$ cat src/rtl/positnormalize_sum_es3.sv
// Posit<32,3> normalize/round of a raw sum; 3-cycle latency, one operand per cycle.
// No backpressure: each stage carries its own valid bit and never stalls.
package posit_defines_es3;
  parameter int ES = 3;
  parameter int POSIT_SERIALIZED_WIDTH_SUM_ES3 = 41;
endpackage

module positnormalize_sum_es3
  import posit_defines_es3::*;
(
  input  logic                                      clk,
  input  logic                                      reset,
  input  logic [POSIT_SERIALIZED_WIDTH_SUM_ES3-1:0] in,
  input  logic                                      start,
  output logic [31:0]                               result,
  output logic                                      done
);

  // stage 1 decode of the raw sum
  logic signed [8:0] scale_in;
  logic [5:0]        k_in;
  logic [ES-1:0]     e_in;
  logic              sat_hi_in;
  logic              sat_lo_in;

  assign scale_in  = in[39:31];
  assign k_in      = scale_in[8:ES];
  assign e_in      = scale_in[ES-1:0];
  assign sat_hi_in = (scale_in >= 9'sd240);
  assign sat_lo_in = (scale_in <= -9'sd240);

  logic        s1_vld, s1_sgn, s1_inf, s1_zero, s1_sat_hi, s1_sat_lo;
  logic [5:0]  s1_k;
  logic [2:0]  s1_e;
  logic [28:0] s1_frac;

  // stage 2: regime pattern produced by an arithmetic shift of a 2-bit seed
  logic [4:0]         shamt;
  logic signed [71:0] seed;
  logic [71:0]        shifted;

  assign shamt   = s1_k[5] ? ~s1_k[4:0] : s1_k[4:0];
  assign seed    = {(s1_k[5] ? 2'b01 : 2'b10), s1_e, s1_frac, 38'b0};
  assign shifted = seed >>> shamt;

  logic        s2_vld, s2_sgn, s2_inf, s2_zero, s2_sat_hi, s2_sat_lo;
  logic [30:0] s2_field;
  logic        s2_guard, s2_sticky;

  // stage 3: round to nearest even, saturate, clamp away from zero/NaR
  logic        inc;
  logic [31:0] rounded;
  logic [30:0] mag_next;

  assign inc     = s2_guard & (s2_field[0] | s2_sticky);
  assign rounded = {1'b0, s2_field} + {31'b0, inc};

  always_comb begin
    mag_next = rounded[30:0];
    if (s2_sat_hi)             mag_next = 31'h7FFF_FFFF;
    else if (s2_sat_lo)        mag_next = 31'h0000_0001;
    else if (rounded[31])      mag_next = 31'h7FFF_FFFF;
    else if (rounded == 32'd0) mag_next = 31'h0000_0001;
  end

  logic        s3_vld, s3_sgn, s3_inf, s3_zero;
  logic [30:0] s3_mag;
  logic [31:0] enc;

  always_comb begin
    enc = {1'b0, s3_mag};
    if (s3_inf)       enc = 32'h8000_0000;
    else if (s3_zero) enc = 32'h0000_0000;
    else if (s3_sgn)  enc = -{1'b0, s3_mag};
  end

  // valids and output registers
  always_ff @(posedge clk) begin
    if (reset) begin
      s1_vld <= 1'b0;
      s2_vld <= 1'b0;
      s3_vld <= 1'b0;
      done   <= 1'b0;
      result <= 32'h0;
    end else begin
      s1_vld <= (start === 1'b1);
      s2_vld <= s1_vld;
      s3_vld <= s2_vld;
      done   <= s3_vld;
      if (s3_vld) result <= enc;
    end
  end

  // datapath registers need no reset: they are qualified by the valids
  always_ff @(posedge clk) begin
    s1_sgn    <= in[40];
    s1_k      <= k_in;
    s1_e      <= e_in;
    s1_frac   <= in[30:2];
    s1_inf    <= in[1];
    s1_zero   <= in[0];
    s1_sat_hi <= sat_hi_in;
    s1_sat_lo <= sat_lo_in;

    s2_sgn    <= s1_sgn;
    s2_inf    <= s1_inf;
    s2_zero   <= s1_zero;
    s2_sat_hi <= s1_sat_hi;
    s2_sat_lo <= s1_sat_lo;
    s2_field  <= shifted[71:41];
    s2_guard  <= shifted[40];
    s2_sticky <= |shifted[39:0];

    s3_sgn    <= s2_sgn;
    s3_inf    <= s2_inf;
    s3_zero   <= s2_zero;
    s3_mag    <= mag_next;
  end

endmodule

$ cat config.mk
export PLATFORM = sky130hd
export DESIGN_NAME = positnormalize_sum_es3
export DESIGN_NICKNAME = d
export VERILOG_FILES = /design/src/rtl/positnormalize_sum_es3.sv
export SDC_FILE = /design/constraint.sdc
export NUM_CORES = 1
export LEC_CHECK = 0
export BUFFER_PORTS_ARGS = -buffer_cell sky130_fd_sc_hd__buf_4
export CORE_UTILIZATION = 45
export DETAILED_ROUTE_END_ITERATION = 6
export SLEW_MARGIN = 20
export SYNTH_ARGS = -nofsm -noshare
export SYNTH_HDL_FRONTEND = slang
export SYNTH_SLANG_ARGS = --single-unit
$ cat constraint.sdc
create_clock -name clk -period 3.95 [get_ports clk]
set_input_delay 0.1975 -clock clk [delete_from_list [all_inputs] [get_ports clk]]
set_output_delay 0.1975 -clock clk [all_outputs]
set_load 0.05 [all_outputs]
==> results of run 1 <==
[placed cells by master, fill, tap and decap left out, drive strengths merged, types with 32 or more instances in the layout]
cell type | synthesis | final
buf | 39 | 101
nand3 | 32 | 32
a21oi | 96 | 96
dlygate4sd3 | 0 | 42
nor2 | 101 | 101
nand2 | 83 | 83
mux2i | 44 | 44
dfxtp | 151 | 151
nor2b | 40 | 40
o21ai | 52 | 52
xnor2 | 44 | 44
mux2 | 32 | 32
[cell families (layout without fill, tap and decap cells)]
| group | count (synthesis) | count (layout) |
|---|---|---|
| DFF | 151 | 151 |
| muxes | 104 | 104 |
| xor gates and xnor gates | 61 | 61 |
| and+or+nand+nor | 391 | 391 |
| buffers and inverters | 115 | 193 |
| adders and majority gates | 13 | 13 |
| AOI/OAI and AO/OA | 293 | 293 |
[power groups by stage]
stage               Sequential (mW)  Clock, mW  Combinational [mW]
floorplan                      1.81          0               0.759
global placement               1.90          0               0.939
detailed placement             1.90          0               0.940
CTS                            1.86       1.72               0.978
global route                   1.89       1.81                1.08
finish                         1.87       1.69               0.989
[layer usage]
| layer | global-route usage, % | wire, µm |
|---|---|---|
| met5 | 0 | 0 |
| met4 | 11.6 | 912 |
| met3 | 4.57 | 1460 |
| met2 | 40.1 | 12400 |
| met1 | 31.5 | 11600 |
[per-stage QoR]
| stage | utilization, % | hold WS (ps) | worst slack (ps) | instances |
|---|---|---|---|---|
| floorplan | - | 225 | 1540 | 1128 |
| global placement | 49.1 | 302 | 835 | 1407 |
| detailed placement | 49.1 | 303 | 820 | 1407 |
| CTS | 54.0 | 152 | 777 | 1481 |
| global route | 54.0 | 163 | 488 | 1481 |
| finish | 54.0 | 163 | 726 | 1481 |
[final cells by class]
cell class / instances / area [µm²]
clock buffer: 17 / 425
inverter: 18 / 67.6
sequential: 151 / 3030
tap: 275 / 344
timing repair buffer: 143 / 1220
multi-input combinational: 862 / 6050
clock inverter: 15 / 190
fill: 1996 / 9630
[what timing repair did]
action / CTS / global route
hold buffers: 42 / 0
endpoints found under the setup margin: 0 / 0
hold endpoints to repair: 44 / 0
setup buffers: 0 / 0
[worst max-delay path, stage by stage, from the launching register on]
cell	delay (ps)
dfxtp_4	800
xnor2_2	220
buf_4	350
mux2i_1	400
a211oi_1	140
a221oi_1	330
a21oi_1	130
nand4b_1	210
nor4_1	330
o2111ai_1	150
[worst max path at each step]
| stage | start | endpoint | slack (ps) |
|---|---|---|---|
| CTS | s1_k[0]$_DFF_P_ | s2_sticky$_DFF_P_ | 780 |
| global route | s1_k[0]$_DFF_P_ | s2_field[10]$_DFF_P_ | 490 |
| finish | s1_k[0]$_DFF_P_ | s2_sticky$_DFF_P_ | 730 |
| floorplan | s2_field[0]$_DFF_P_ | s3_mag[26]$_SDFF_PP1_ | 1540 |
| detailed placement | s1_k[0]$_DFF_P_ | s2_sticky$_DFF_P_ | 820 |
| global placement | s1_k[0]$_DFF_P_ | s2_field[10]$_DFF_P_ | 840 |
[sequential cells by signal, indices dropped and copies added (netlist names), 3 cells and up]
| register | flops |
|---|---|
| s1_frac | 29 |
| result | 32 |
| s2_field | 31 |
| s3_mag | 31 |
| s1_k | 6 |
| s1_e | 3 |
==> results_dict.tcl, run 1 <==
set metrics [dict create \
    syn-num-nets 1175 \
    fin_nets 1240 \
    power_switching_mw 1.39 \
    drt_iter0_drc 641 \
    die-height_um 148 \
    skew_ps 12.7 \
    yosys_warnings 0 \
    synth_adder_area_share_pct 1.43 \
    grt_pass1_wl_um 42900 \
    ys_ff_latch 151 \
    clock_latency_ps 430 \
    grt_overflow 0 \
    synth_top_area_share_pct 31.5 \
    hold-path-endpoint "result[18]$_SDFFE_PP0P_" \
    crit_required_ps 4230 \
    synth.avg_cell_area_um2 8.50 \
    portBuffers 76 \
    syn_area_mm2 0.00959 \
    design_area_mm2 0.0113 \
    power.internal_mw 3.15 \
    hp-start "reset" \
    yosys.area.top_type "dfxtp_1" \
    worstSetupPathType "reg -> reg" \
    crit_path_start_kind "flip-flop" \
    die_x_um 148 \
    ys.flop_type "dfxtp_1" \
    drt_pre_antenna_iters 7 \
    hold_violations 0 \
    core_mm2 0.0210 \
    dieArea_mm2 0.0219 \
    finalSetupViolations 0 \
    reg2reg_to "s2_sticky$_DFF_P_" \
    synth_edf_count 0 \
    synth_compound_area_share_pct 19.8 \
    status "finished, final reports clean" \
    area_growth_pct 18.0 \
    yosys-top-cells-area "dfxtp_1 (32%), mux4_2 (6.6%), a21oi_1 (5.0%), mux2i_1 (4.6%), nor2_1 (3.9%)" \
    worstPathArrival_ps 3500 \
    end_kind "flip-flop" \
    htree_num_levels 4 \
    ys_seq_area_share_pct 31.5 \
    ant_nets 0 \
    yosys.area_share.simple_pct 20.9 \
    maxSlewHeadroom_pct 34.1 \
    finalSetupTns_ps 0 \
    clk_path_buf_depth 2 \
    rsz0062_at_grt "no" \
    maxSlewViolCount 0 \
    dpl_cell_area_mm2 0.0103 \
    hold_depth 2 \
    routed_wl_um 26400 \
    synth_common_cells "dfxtp_1 (151), nor2_1 (99), a21oi_1 (96), nand2_1 (83), clkbuf_1 (56)" \
    avgRoutedWirePerCell_um 17.8 \
    synth.most_common_cell "dfxtp_1" \
    grt_usage_pct 24.7 \
    diodes 0 \
    cts_made_buffers 17 \
    reg2reg_slack_ps 730 \
    worst_r2r_path_depth 9 \
    path_max_fanout 50 \
    cts_resized 0 \
    p_leak_nw 4.37 \
    max-cap-violations 0 \
    grt_max_degree 51 \
    grt_pass1_vias 8185 \
    drc 0 \
    worstMarginPinSlew_ps 984 \
    ios 77 \
    hpwl_um 18700 \
    synth_top_family_by_area "simple AND/OR/NAND/NOR gates" \
    pwr-share-comb_pct 21.8 \
    cts-root-buf "clkbuf_16" \
    dr_total_vias 8753 \
    power_density_mw_per_mm2 401 \
    tritoncts "yes" \
    clockPowerShare_pct 37.2 \
    antenna_found_initial 0 \
    drive_gt1_share_pct 20.4 \
    async_reset_ff_share_pct 0 \
    power_frac_seq_pct 41.1 \
    p_total_mw 4.54 \
    swShare_pct 30.6 \
    period_share_pct 81.6 \
    hold_class "in -> reg" \
    post_drt_via_cell_ratio 5.91 \
    cts.sinks 151 \
    synth.area.mux_share_pct 14.9 \
    cts.clk_slew.worst_paths_ps 70 \
    gp_congestion 0.921 \
    synth.distinct_cells 81 \
    max-vdd-ir-drop_mv 0.299 \
    r2r_start "s1_k[0]$_DFF_P_" \
    clock.fmax_ghz 0.310 \
    rows 53 \
    start_util_pct 45.8 \
    layout_min_cycle_time_ps 3220 \
    syn_inst 1128 \
    synthXorXnorAreaFrac_pct 5.92 \
]
(Power assumes the default switching activity.)
==> inputs of run 2 (changes only) <==
Settings changed: ABC_AREA from default to 1, PLACE_DENSITY from default to 0.66.
Clock period 3.95 ns to 2.8 ns, I/O delays scaled along.
==> run 2 against run 1 <==
  * Synthesized cell count is 2.5% higher
  * Cell count is 0.41% higher
  * Clock power is 36% higher
==> results_dict.tcl, run 2 <==
set metrics [dict create \
    drive_gt1_share_pct 11.7 \
    tritoncts "yes" \
    async_reset_ff_share_pct 0 \
    dieArea_mm2 0.0178 \
    clock_latency_ps 430 \
    synth_common_cells "nand2_1 (280), nand3_1 (212), dfxtp_1 (151), nor2_1 (106), inv_1 (95)" \
    pre_cts_ws_ps 434 \
    p_leak_nw 4.36 \
    cp_slowest_cell "dfxtp_1" \
    layout_min_cycle_time_ps 2440 \
    finalSetupTns_ps 0 \
    worst_r2r_path_depth 12 \
    hold_depth 2 \
    finalSetupViolations 0 \
    synth_edf_count 0 \
    maxSlewViolCount 0 \
    ys.flop_type "dfxtp_1" \
    crit_family "simple AND/OR/NAND/NOR gates" \
    cts-root-buf "clkbuf_16" \
    path_max_fanout 6 \
    max-vdd-ir-drop_mv 0.458 \
    period_share_pct 87.3 \
    yosys_warnings 0 \
    clock.fmax_ghz 0.409 \
    crit_path_start_kind "flip-flop" \
    routed_wl_um 21000 \
    layout_common_cells "nand2_1 (280), nand3_1 (212), dfxtp_1 (151)" \
    rsz0062_at_grt "no" \
    final_common_cell "nand2_1" \
    path_common_cell "nand3_1" \
    top_register "result" \
    cts.clk_slew.worst_paths_ps 70 \
    reg2reg_slack_ps 360 \
    hold_class "in -> reg" \
    grt_pass1_wl_um 34700 \
    yosys.area.top_type "dfxtp_1" \
    ys_seq_area_share_pct 38.8 \
    diodes 0 \
    synth_top_area_share_pct 38.8 \
    hpwl_um 15800 \
    worstPathArrival_ps 2810 \
    worstSetupPathType "reg -> reg" \
    path_cells "inv_1 -> ha_1 -> inv_1 -> nor3_1 -> nand2_1 -> nor3_2 -> nand3_1 -> nor2_1 -> nand3_1 -> nand3_1 -> nand3_1 -> a21oi_1" \
    cts.sinks 151 \
    cts_made_buffers 17 \
    worstMarginPinSlew_ps 869 \
    end_kind "flip-flop" \
    area_growth_pct 22.3 \
    synth.avg_cell_area_um2 6.74 \
    portBuffers 76 \
    synth.most_common_cell "nand2_1" \
    die-height_um 134 \
    power_density_mw_per_mm2 653 \
    drc 0 \
    avgRoutedWirePerCell_um 14.1 \
    fill_cells 1651 \
    antenna_found_initial 0 \
    grt_overflow 0 \
    seqCellArea_mm2 0.00302 \
    top_regs "result x32, s2_field x31, s3_mag x31" \
    ys_ff_latch 151 \
    fin_nets 1301 \
    skew_ps 12.1 \
    post-cts-setup-buffer-count 0 \
    grt_max_degree 41 \
    ant_nets 0 \
    clk_path_buf_depth 2 \
    drt_pre_antenna_iters 6 \
    grt_pass1_vias 7045 \
    start_util_pct 46.5 \
    max-cap-violations 0 \
    post_drt_via_cell_ratio 5.23 \
    status "finished, final reports clean" \
    syn-num-nets 1203 \
    dr_total_vias 7783 \
    timing.final.ws_setup_ps 357 \
    htree_num_levels 4 \
    gp_congestion 0.928 \
    synth.distinct_cells 46 \
    maxSlewHeadroom_pct 41.8 \
    crit_cells 12 \
    grt_usage_pct 24.4 \
    yosys-top-cells-area "dfxtp_1 (39%), nand3_1 (14%), nand2_1 (13%), nor2_1 (5.1%), inv_1 (4.6%)" \
    hold_violations 0 \
    ios 77 \
    multiInputGateArea_mm2 0.00412 \
    die_x_um 134 \
    slowest_delay_ps 360 \
    largest_register_ffs 32 \
    syn_inst 1156 \
    crit_required_ps 3160 \
    rows 47 \
    ctsHoldBuffers 42 \
    drt_iter0_drc 540 \
    core_mm2 0.0168 \
    cp.buffers_inverters 2 \
    syn_area_mm2 0.00779 \
    cts_resized 0 \
]
-- run 2: changes by cell type in the layout (fill, tap and decap cells not counted), moves of 40 or more --
cell / previous run / this run
inv_1: 15 / 95
nand3_1: 31 / 212
mux2i_1: 44 / 0
nand2_1: 83 / 280
a21oi_1: 96 / 53
nor2b_1: 40 / 0
-- run 2: power by group --
part / internal (mW) / switching, mW
clock: 1.21 / 1.09
combinational: 0.496 / 0.864
sequential: 2.38 / 0.197
-- run 2: cell families (layout without fill, tap and decap cells) --
group           Yosys count  count (layout)  share of synthesized area [%]
fa+ha+maj                 3               3                          0.482
xor+xnor                 28              28                           3.48
flops                   151             151                           38.8
mux                       3               3                          0.434
buf+inv                 153             264                           8.48
compound gates          159             159                           11.0
simple gates            659             659                           37.3
-- run 2: final timing paths --
kind	start	to
min	reset	done$_SDFF_PP0_
max	s3_mag[0]$_SDFF_PP1_	result[28]$_SDFFE_PP0P_
max reg2reg	s3_mag[0]$_SDFF_PP1_	result[28]$_SDFFE_PP0P_
min reg2reg	s1_sgn$_DFF_P_	s2_sgn$_DFF_P_
-- run 2: per-layer routing --
layer	global-route usage [%]	wire length, µm
met2	37.2	9210
met3	4.72	1080
met4	6.76	310
met5	0	0
met1	34.8	10400
-- run 2: cell type report --
cell class	instances	area share [%]
flip-flops and latches	151	31.7
well taps	220	2.89
repair buffers	134	11.9
clock buffers	17	4.46
inverters	98	3.90
clock inverters	15	1.89
multi-input cells	852	43.2
-- run 2: per-stage QoR --
step | total power [mW] | utilization, % | std cells | instance area, µm² | hold WS, ps
after floorplan | 3.51 | - | 1156 | 7790 | 168
after global placement | 3.90 | 50.8 | 1413 | 8510 | 244
after detailed placement | 3.90 | 50.8 | 1413 | 8510 | 246
after CTS | 6.23 | 56.9 | 1487 | 9530 | 93.7
after global routing | 6.56 | 56.9 | 1487 | 9530 | 132
final | 6.22 | 56.9 | 1487 | 9530 | 101
==> inputs of run 3 (changes only) <==
Settings changed: REMOVE_ABC_BUFFERS from default to 1.
==> run 3 against run 2 <==
  * Sequential cell count unchanged
  * Hold slack better by 19 ps
  * Cell count up 0.27%
  * Clock skew down 3.6 ps
==> results_dict.tcl, run 3 (synthesized netlist as in run 2, its figures left out) <==
set metrics [dict create \
    hold_class "in -> reg" \
    crit_path_start "s2_field[0]$_DFF_P_" \
    final_common_cell "nand2_1" \
    avgRoutedWirePerCell_um 13.3 \
    cts-root-buf "clkbuf_16" \
    top_register "result" \
    worst_r2r_path_depth 14 \
    antenna_found_initial 0 \
    path_max_fanout 5 \
    finalSetupViolations 0 \
    end_kind "flip-flop" \
    crit_path_start_kind "flip-flop" \
    worstSetupPathType "reg -> reg" \
    drive_gt1_share_pct 12.0 \
    worstPathArrival_ps 2750 \
    clock.fmax_ghz 0.418 \
    max-cap-violations 0 \
    die_x_um 134 \
    grt_usage_pct 23.3 \
    drt_iter0_drc 546 \
    drt_pre_antenna_iters 6 \
    design_area_mm2 0.00949 \
    core_mm2 0.0168 \
    diodes 0 \
    layout_common_cells "nand2_1 (280), nand3_1 (212), dfxtp_1 (150)" \
    area_growth_pct 21.8 \
    hold_violations 0 \
    r2r_start "s2_field[0]$_DFF_P_" \
    htree_num_levels 4 \
    post_drt_via_cell_ratio 5.11 \
    p_leak_nw 4.35 \
    dieArea_mm2 0.0178 \
    reg2reg_to "s3_mag[0]$_SDFF_PP1_" \
    top_regs "result x32, s2_field x31, s3_mag x31" \
    dr_total_vias 7622 \
    reg2reg_slack_ps 410 \
    worstMarginPinSlew_ps 820 \
    power_density_mw_per_mm2 634 \
    hpwl_um 15200 \
    status "finished, final reports clean" \
    post-cts-setup-buffer-count 0 \
    grt_max_degree 41 \
    ant_nets 0 \
    cts.clk_slew.worst_paths_ps 60 \
    die-height_um 134 \
    endpoint "s3_mag[0]$_SDFF_PP1_" \
    rows 47 \
    cts.sinks 151 \
    fin_nets 1305 \
    clk_path_buf_depth 2 \
    cts_made_buffers 17 \
    timing.final.ws_setup_ps 408 \
    holdWs_ps 120 \
    grt_pass1_wl_um 33200 \
    largest_register_ffs 32 \
    tritoncts "yes" \
    ios 77 \
    max-vdd-ir-drop_mv 0.440 \
    maxSlewHeadroom_pct 45.2 \
    routed_wl_um 19800 \
    grt_overflow 0 \
    period_share_pct 85.4 \
    maxSlewViolCount 0 \
    start_util_pct 46.5 \
    pre_cts_ws_ps 308 \
    gp_congestion 0.919 \
    rsz0062_at_grt "no" \
    drc 0 \
    skew_ps 8.55 \
    layout_min_cycle_time_ps 2390 \
    grt_pass1_vias 7005 \
    clock_latency_ps 420 \
    dpl_cell_area_mm2 0.00851 \
    fill_cells 1675 \
    crit_required_ps 3160 \
    portBuffers 76 \
]
==> run 3: cell count changes in the layout (fill, tap and decap cells not counted), sizes merged <==
cell,change
buf,+4
clkinv,-2
clkinvlp,+2
clkbuf,+1
inv,-1
==> run 3: cell type report <==
class | instances | area, µm² | area share [%]
flip-flops and latches | 151 | 3020 | 31.9
multi-input cells | 852 | 4120 | 43.4
clock buffers | 18 | 439 | 4.63
clock inverters | 14 | 115 | 1.21
repair buffers | 138 | 1140 | 12.0
inverters | 98 | 372 | 3.92
well taps | 220 | 275 | 2.90
==> run 3: worst min-delay path by stage <==
| stage | startpoint | endpoint | slack [ps] | cells after the start |
|---|---|---|---|---|
| after floorplan | in[31] | s1_e[0]$_DFF_P_ | 170 | 0 |
| after global placement | in[23] | s1_frac[21]$_DFF_P_ | 240 | 1 |
| after detailed placement | in[40] | s1_sgn$_DFF_P_ | 250 | 1 |
| after CTS | reset | s2_vld$_SDFF_PP0_ | 100 | 2 |
| after global routing | reset | done$_SDFF_PP0_ | 120 | 2 |
| final | reset | done$_SDFF_PP0_ | 120 | 2 |
==> run 3: metal layers <==
layer	wire length (µm)	up-vias	GRT usage, %
li1	-	4013	-
met1	8930	3442	28.4
met2	9820	146	40.4
met3	690	21	4.95
met4	320	0	7.83
met5	0	-	0
==> run 3: timing repair <==
action,CTS,global route
resized for setup,0,1
endpoints found under the hold margin,44,0
hold buffers,42,0
setup endpoints to repair,0,2
==> run 3: power breakdown <==
part	switching, mW	internal, mW
clock network	0.956	1.18
logic	0.821	0.492
registers	0.196	2.38
==> run 3: through the flow <==
step | utilization [%] | power [mW] | instances | TNS (ps)
after floorplan | - | 3.46 | 1101 | -1120
after global placement | 50.8 | 3.86 | 1417 | 0
after detailed placement | 50.8 | 3.87 | 1417 | 0
after CTS | 56.6 | 6.05 | 1491 | 0
after global routing | 56.6 | 6.38 | 1491 | 0
final | 56.6 | 6.02 | 1491 | 0
==> run 3: critical path, stage by stage, from the launching register on <==
cell,delay (ps)
dfxtp_1,330
o21a_1,120
ha_1,180
ha_1,200
inv_1,50
nor2_1,130
nand3_1,210
nor2_1,260
buf_4,160
xor2_1,60
nor2_1,110
nand2_1,60
nor3_1,290
nand3_1,120
nand2_1,70
